[src/rtl/aes_gcm_pkg.sv]
// Shared GCM definitions: block width, GHASH reduction constant,
// FSM state type and a bit-serial reference GF(2^128) product.
package aes_gcm_pkg;

  localparam int BLOCK_W = 128;

  typedef logic [0:BLOCK_W-1] blk_t;

  // E1 followed by 120 zero bits
  localparam blk_t GHASH_R = {8'he1, 120'd0};

  typedef enum logic [2:0] {
    S_IDLE,
    S_WAIT_BLK,
    S_MULT,
    S_FINAL,
    S_DONE
  } gtv_state_e;

  // One V update: shift toward higher index, reduce on carry-out
  function automatic blk_t fn_vshift(blk_t v);
    blk_t s;
    s = v >> 1;
    if (v[BLOCK_W-1]) s = s ^ GHASH_R;
    return s;
  endfunction

  function automatic blk_t fn_product(blk_t x, blk_t h);
    blk_t z;
    blk_t v;
    z = '0;
    v = h;
    for (int i = 0; i < BLOCK_W; i++) begin
      if (x[i]) z = z ^ v;
      v = fn_vshift(v);
    end
    return z;
  endfunction

endpackage

[src/rtl/gf128_mult_serial.sv]
// Digit-serial GF(2^128) multiplier, DIGIT_BITS bits of X per cycle.
// Ports: clk_i, rst_i, start_i, x_i, h_i in; done_o, prod_o out.
module gf128_mult_serial
  import aes_gcm_pkg::*;
#(
  parameter int DIGIT_BITS = 8
) (
  input  logic               clk_i,
  input  logic               rst_i,
  input  logic               start_i,
  input  logic [0:BLOCK_W-1] x_i,
  input  logic [0:BLOCK_W-1] h_i,
  output logic               done_o,
  output logic [0:BLOCK_W-1] prod_o
);

  localparam int N  = BLOCK_W / DIGIT_BITS;
  localparam int CW = (N > 1) ? $clog2(N) : 1;
  localparam logic [CW-1:0] LAST = CW'(N - 1);

  blk_t z_q, z_d;
  blk_t v_q, v_d;
  blk_t x_q, x_d;
  logic [CW-1:0] cnt_q, cnt_d;
  logic run_q, run_d;

  blk_t z_step, v_step;

  // Consume the leading DIGIT_BITS of X; X is shifted toward index 0
  always_comb begin
    z_step = z_q;
    v_step = v_q;
    for (int i = 0; i < DIGIT_BITS; i++) begin
      if (x_q[i]) z_step = z_step ^ v_step;
      v_step = fn_vshift(v_step);
    end
  end

  // Product is presented combinationally on the final digit cycle
  assign done_o = run_q && (cnt_q == LAST);
  assign prod_o = z_step;

  always_comb begin
    z_d   = z_q;
    v_d   = v_q;
    x_d   = x_q;
    cnt_d = cnt_q;
    run_d = run_q;
    if (start_i) begin
      z_d   = '0;
      v_d   = h_i;
      x_d   = x_i;
      cnt_d = '0;
      run_d = 1'b1;
    end else if (run_q) begin
      z_d   = z_step;
      v_d   = v_step;
      x_d   = x_q << DIGIT_BITS;
      cnt_d = cnt_q + CW'(1);
      if (done_o) run_d = 1'b0;
    end
  end

  always_ff @(posedge clk_i) begin
    if (rst_i) begin
      z_q   <= '0;
      v_q   <= '0;
      x_q   <= '0;
      cnt_q <= '0;
      run_q <= 1'b0;
    end else begin
      z_q   <= z_d;
      v_q   <= v_d;
      x_q   <= x_d;
      cnt_q <= cnt_d;
      run_q <= run_d;
    end
  end

endmodule

[src/rtl/gcm_tag_verify.sv]
// GCM receive-side tag check: GHASH over blocks, length fold, E(K,J0) XOR.
// Ports: start/operands, valid/ready block stream, tag_ready/tag_ok/tag.
module gcm_tag_verify
  import aes_gcm_pkg::*;
#(
  parameter int DIGIT_BITS = 8
) (
  input  logic               clk,
  input  logic               rst,
  input  logic               i_start,
  input  logic [0:BLOCK_W-1] i_h,
  input  logic [0:BLOCK_W-1] i_encrypted_j0,
  input  logic [0:BLOCK_W-1] i_instance_size,
  input  logic [0:BLOCK_W-1] i_tag,
  input  logic               i_valid,
  input  logic [0:BLOCK_W-1] i_cipher_text,
  input  logic               i_last,
  output logic               o_ready,
  output logic               o_busy,
  output logic               o_tag_ready,
  output logic               o_tag_ok,
  output logic [0:BLOCK_W-1] o_tag
);

  gtv_state_e state_q, state_d;
  blk_t h_q, h_d;
  blk_t j0_q, j0_d;
  blk_t len_q, len_d;
  blk_t tag_q, tag_d;
  blk_t y_q, y_d;
  blk_t otag_q, otag_d;
  logic last_q, last_d;
  logic ok_q, ok_d;

  logic mul_start;
  blk_t mul_x;
  logic mul_done;
  blk_t mul_prod;

  gf128_mult_serial #(
    .DIGIT_BITS(DIGIT_BITS)
  ) u_mult (
    .clk_i  (clk),
    .rst_i  (rst),
    .start_i(mul_start),
    .x_i    (mul_x),
    .h_i    (h_q),
    .done_o (mul_done),
    .prod_o (mul_prod)
  );

  assign o_ready     = (state_q == S_WAIT_BLK);
  assign o_busy      = (state_q != S_IDLE);
  assign o_tag_ready = (state_q == S_DONE);
  assign o_tag_ok    = ok_q;
  assign o_tag       = otag_q;

  always_comb begin
    state_d   = state_q;
    h_d       = h_q;
    j0_d      = j0_q;
    len_d     = len_q;
    tag_d     = tag_q;
    y_d       = y_q;
    otag_d    = otag_q;
    last_d    = last_q;
    ok_d      = ok_q;
    mul_start = 1'b0;
    mul_x     = y_q ^ i_cipher_text;
    unique case (state_q)
      S_IDLE: begin
        if (i_start) begin
          h_d     = i_h;
          j0_d    = i_encrypted_j0;
          len_d   = i_instance_size;
          tag_d   = i_tag;
          y_d     = '0;
          otag_d  = '0;
          ok_d    = 1'b0;
          state_d = S_WAIT_BLK;
        end
      end
      S_WAIT_BLK: begin
        if (i_valid) begin
          mul_start = 1'b1;
          last_d    = i_last;
          state_d   = S_MULT;
        end
      end
      S_MULT: begin
        // Last block chains straight into the length-block multiply
        if (mul_done) begin
          if (last_q) begin
            mul_start = 1'b1;
            mul_x     = mul_prod ^ len_q;
            state_d   = S_FINAL;
          end else begin
            y_d     = mul_prod;
            state_d = S_WAIT_BLK;
          end
        end
      end
      S_FINAL: begin
        if (mul_done) begin
          otag_d  = mul_prod ^ j0_q;
          ok_d    = ((mul_prod ^ j0_q) == tag_q);
          state_d = S_DONE;
        end
      end
      S_DONE: state_d = S_IDLE;
      default: state_d = S_IDLE;
    endcase
  end

  always_ff @(posedge clk) begin
    if (rst) begin
      state_q <= S_IDLE;
      h_q     <= '0;
      j0_q    <= '0;
      len_q   <= '0;
      tag_q   <= '0;
      y_q     <= '0;
      otag_q  <= '0;
      last_q  <= 1'b0;
      ok_q    <= 1'b0;
    end else begin
      state_q <= state_d;
      h_q     <= h_d;
      j0_q    <= j0_d;
      len_q   <= len_d;
      tag_q   <= tag_d;
      y_q     <= y_d;
      otag_q  <= otag_d;
      last_q  <= last_d;
      ok_q    <= ok_d;
    end
  end

endmodule
[config.mk]
export PLATFORM = sky130hd
export DESIGN_NAME = gcm_tag_verify
export DESIGN_NICKNAME = d
export VERILOG_FILES = /design/src/rtl/aes_gcm_pkg.sv /design/src/rtl/gf128_mult_serial.sv /design/src/rtl/gcm_tag_verify.sv
export SDC_FILE = /design/constraint.sdc
export NUM_CORES = 2
export LEC_CHECK = 0
export CAP_MARGIN = 20
export CORE_MARGIN = 2
export CORE_UTILIZATION = 53
export CTS_BUF_LIST = sky130_fd_sc_hd__clkbuf_8
export DETAILED_ROUTE_END_ITERATION = 8
export GPL_TIMING_DRIVEN = 1
export PLACE_DENSITY = 0.77
export SETUP_SLACK_MARGIN = 0.4
export SYNTH_ARGS = -nofsm -noshare
export SYNTH_HDL_FRONTEND = slang
export SYNTH_SLANG_ARGS = --single-unit
[constraint.sdc]
create_clock -name clk -period 2.8 [get_ports clk]
set_input_delay 0.84 -clock clk [delete_from_list [all_inputs] [get_ports clk]]
set_output_delay 0.84 -clock clk [all_outputs]
set_load 0.03 [all_outputs]
==> flow_summary.ini <==
[critical_path]
path_class = reg2reg
required_ns = 3.74
cp_num_buf_inv = 10
critPathMostFrequentCell = buf_4
worstPathArrival_ns = 4.65
worstPathCellList = buf_12 -> buf_8 -> buf_6 -> buf_8 -> buf_12 -> buf_16 -> nand2_4 -> xor2_2 -> xnor2_1 -> buf_4 -> xnor2_4 -> xnor2_2 -> buf_4 -> xnor2_2 -> buf_6 -> o2111a_1 -> nand4_1 -> nor4_2 -> buf_4 -> a31o_1
start_kind = flip-flop
critPathCaptureType = flip-flop
path_delay_family = buffers and inverters
critPathMaxFanout = 5
cp_slowest_stage_delay_ns = 0.38
crit_slowest_cell = dfxtp_4

[cts]
cts_max_level = 4
tritoncts = built
cts_hold_buf = 0
cts_root_buffer = clkbuf_8
cts.sinks = 1162
numCtsBuffers = 190
clock_latency_ns = 1.02
clkSlewWorstSetupHoldPaths_ns = 0.07
clk_path_buf_depth = 3

[yosys]
post_synth_num_cell_types = 79
synth_compound_area_share_pct = 13.3
ys_seq_area_share_pct = 35.4
synthFlopType = dfxtp_1
synth_top_family_by_area = XOR/XNOR gates
synth_xor_area_share_pct = 21.5
synth.cell_area_sq_um = 65600
synth_nets = 9092
ys_ff_latch = 1162
synthAdderAreaFrac_pct = 0.0191
synth_mux_area_share_pct = 4.90
synth_edf_count = 0
synthCells = 8446
synthArstFlopShare_pct = 0
synth_area_per_cell_sq_um = 7.77
synth_simple_gate_area_share_pct = 19.9
ys_warn_count = 0

[drt]
dr.pass1.iters = 9
antenna_left = 0
routed_via_density = 6.26
post-route-drc-count = 28
vias = 75300
wl_um = 371000
drt_iter0_drc = 12700
wl_per_cell_um = 30.8

[outcome]
violations = design-rule violations, negative setup slack
status = finished, violations left

[floorplanning]
core_area_sq_um = 123000
initial_core_util_pct = 53.2
rows = 129
die_height_um = 356
die_w_um = 356
io_pins = 777
dieArea_sq_um = 127000

[layout]
postLayoutCoreUtil_pct = 77.1
stdcell_count = 12000
drive_gt1_share_pct = 24.1
syn2layout_area_growth_pct = 44.8
finalNetCount = 10900

[sta]
setup_viol = 127
maxSlewHeadroom_pct = 15.9
grt_setup_unrepaired = yes
final-max-slew-violation-count = 0
period_minus_slack_ns = 3.71
finalHoldViolCount = 0
finalSetupTns_ns = -11.69
finalClockSkew_ns = 0.102
period_share_pct = 133
max_slew.worst_pin.slew_ns = 1.26
fmax_ghz = 0.269
finalWorstSetupSlack_ns = -0.915

[placed_design]
io_buffer_count = 776
gp_congestion = 1.19
hpwl_um = 274000
dpl.cell_count = 11500

[power]
power.leakage_nw = 37.1
worst_ir_drop_vdd_uv = 576
p_total_mw = 55.4
powerDensity_nw_per_um2 = 583

[global_routing]
grt_pass1_wl_um = 500000
antenna_found_initial = 25
grt_pass1_vias = 70800
grt.total_usage_pct = 55.0
grt_max_degree = 224
grt.overflow.total = 0

[run]
drv_cap = 0

[worst_hold_path]
min_path_type = in2reg
[registers in the layout, summed over array words and instances (netlist names)]
name,flops
tag_q,128
state_q,3
u_mult.run_q,1
o_tag,128
y_q,128
u_mult.v_q,128
u_mult.cnt_q,4
h_q,128
u_mult.z_q,128
o_tag_ok,1
last_q,1
len_q,128
j0_q,128
u_mult.x_q,128
[layout by cell type, fill, tap and decap left out, drive strengths merged, types with 6 or more instances in the layout]
| cell type | n |
|---|---|
| nor3b | 17 |
| o32ai | 10 |
| nor2 | 808 |
| a32oi | 12 |
| diode | 12 |
| or2 | 13 |
| o21ai | 63 |
| xnor3 | 56 |
| buf | 1618 |
| nand3 | 72 |
| dfxtp | 1162 |
| xor2 | 458 |
| a21oi | 674 |
| a22oi | 107 |
| mux2i | 316 |
| nor4 | 26 |
| a2111oi | 8 |
| clkdlybuf4s50 | 671 |
| nand4 | 26 |
| o22ai | 10 |
| or3 | 6 |
| clkinv | 22 |
| nand2b | 20 |
| bufinv | 8 |
| o221ai | 8 |
| nand2 | 2222 |
| inv | 114 |
| xnor2 | 980 |
| a31oi | 108 |
| nor2b | 10 |
| nor3 | 28 |
| and3 | 8 |
| a211oi | 318 |
| and2 | 15 |
| clkbuf | 237 |
| nand3b | 13 |
| o211ai | 39 |
| a311oi | 10 |
| a2bb2oi | 9 |
[cell usage after synthesis, types with 12 or more instances]
master,n,area (sq um)
or2_2,12,75.1
nor3b_1,17,128
o211ai_1,39,293
nand4_1,26,163
nand3_1,72,360
nor3_1,28,140
inv_1,41,154
nor4_1,26,163
and2_1,13,81.3
a22oi_1,107,803
buf_1,54,203
a21oi_1,674,3370
nand3b_1,13,97.6
o21ai_0,59,295
xnor2_1,963,8430
a211oi_1,317,2380
buf_4,53,398
nand2_1,2220,8330
clkbuf_1,512,1920
xor2_1,452,3960
buf_2,71,355
a32oi_1,12,105
nor2_1,808,3030
dfxtp_1,1162,23300
buf_6,16,180
xnor3_1,54,1220
xnor2_2,16,260
nand2b_1,20,125
mux2i_1,316,3160
a31oi_1,108,676
[worst register-to-register path, cell delays in order (launching register included)]
cell and delay [ns]:
dfxtp_4 0.38, buf_12 0.15, buf_8 0.14, buf_6 0.11
buf_8 0.13, buf_12 0.13, buf_16 0.14, nand2_4 0.06
xor2_2 0.14, xnor2_1 0.08, buf_4 0.16, xnor2_4 0.13
xnor2_2 0.34, buf_4 0.23, xnor2_2 0.15, buf_6 0.19
o2111a_1 0.27, nand4_1 0.16, nor4_2 0.32, buf_4 0.15
a31o_1 0.13
[where the power goes]
part / switching (mW) / leakage, nW / internal [mW] / total [mW]
Combinational: 11.4 / 25.4 / 8.76 / 20.2
Sequential: 1.53 / 9.47 / 17.6 / 19.2
Clock: 7.80 / 2.29 / 8.29 / 16.1
Total: 20.7 / 37.1 / 34.7 / 55.4
[metrics by stage]
stage	area [sq um]	hold WS [ns]	worst slack, ns
3_5_place_dp	84300	0.443	-1.09
5_1_grt	95000	0.212	-0.901
6_report	95000	0.229	-0.915
2_1_floorplan	65900	0.428	-0.128
4_1_cts	92200	0.215	-0.701
3_3_place_gp	84300	0.434	-1.05
[final cells by class]
class,count,area [sq um]
diodes,12,30.0
well taps,1637,2050
fillers,8095,28300
clock buffers,231,3180
flip-flops and latches,1162,23300
clock inverters,106,828
multi-input cells,6537,43500
repair buffers,2297,22000
inverters,41,154
[repair_timing]
action / in CTS / in global routing
pin swaps: 186 / 180
buffers inserted: 99 / 69
gates cloned: 5 / 5
resized for setup: 1126 / 390
setup endpoints to repair: 631 / 584
[final timing paths]
check | start | endpoint | slack (ns) | cells after the start
setup reg to reg | u_mult.x_q[124]$_SDFFE_PP0P_ | o_tag_ok$_SDFFE_PP0P_ | -0.91 | 20
setup / recovery | u_mult.x_q[124]$_SDFFE_PP0P_ | o_tag_ok$_SDFFE_PP0P_ | -0.91 | 20
hold / removal | rst | state_q[2]$_SDFFE_PP0P_ | 0.23 | 3
hold reg to reg | u_mult.x_q[58]$_SDFFE_PP0P_ | u_mult.x_q[58]$_SDFFE_PP0P_ | 0.45 | 2
[per-layer routing]
metal  global-route usage (%)  up-vias  part of all wire [%]
li1                         -    31300                     -
met1                     62.2    35400                    33
met2                     80.4     6376                    41
met3                     20.1     2212                    14
met4                     51.1       28                    12
met5                        0        -                  0.14
[cells by family (layout without fill, tap and decap cells)]
kind of cell | Yosys count | count (layout)
xor+xnor | 1497 | 1497
mux | 321 | 321
simple gates | 3306 | 3306
buf+inv | 747 | 2675
compound gates | 1412 | 1412
other cells | 0 | 12
fa+ha+maj | 1 | 1
flops | 1162 | 1162
No activity file was read; power rests on OpenSTA's default activity.
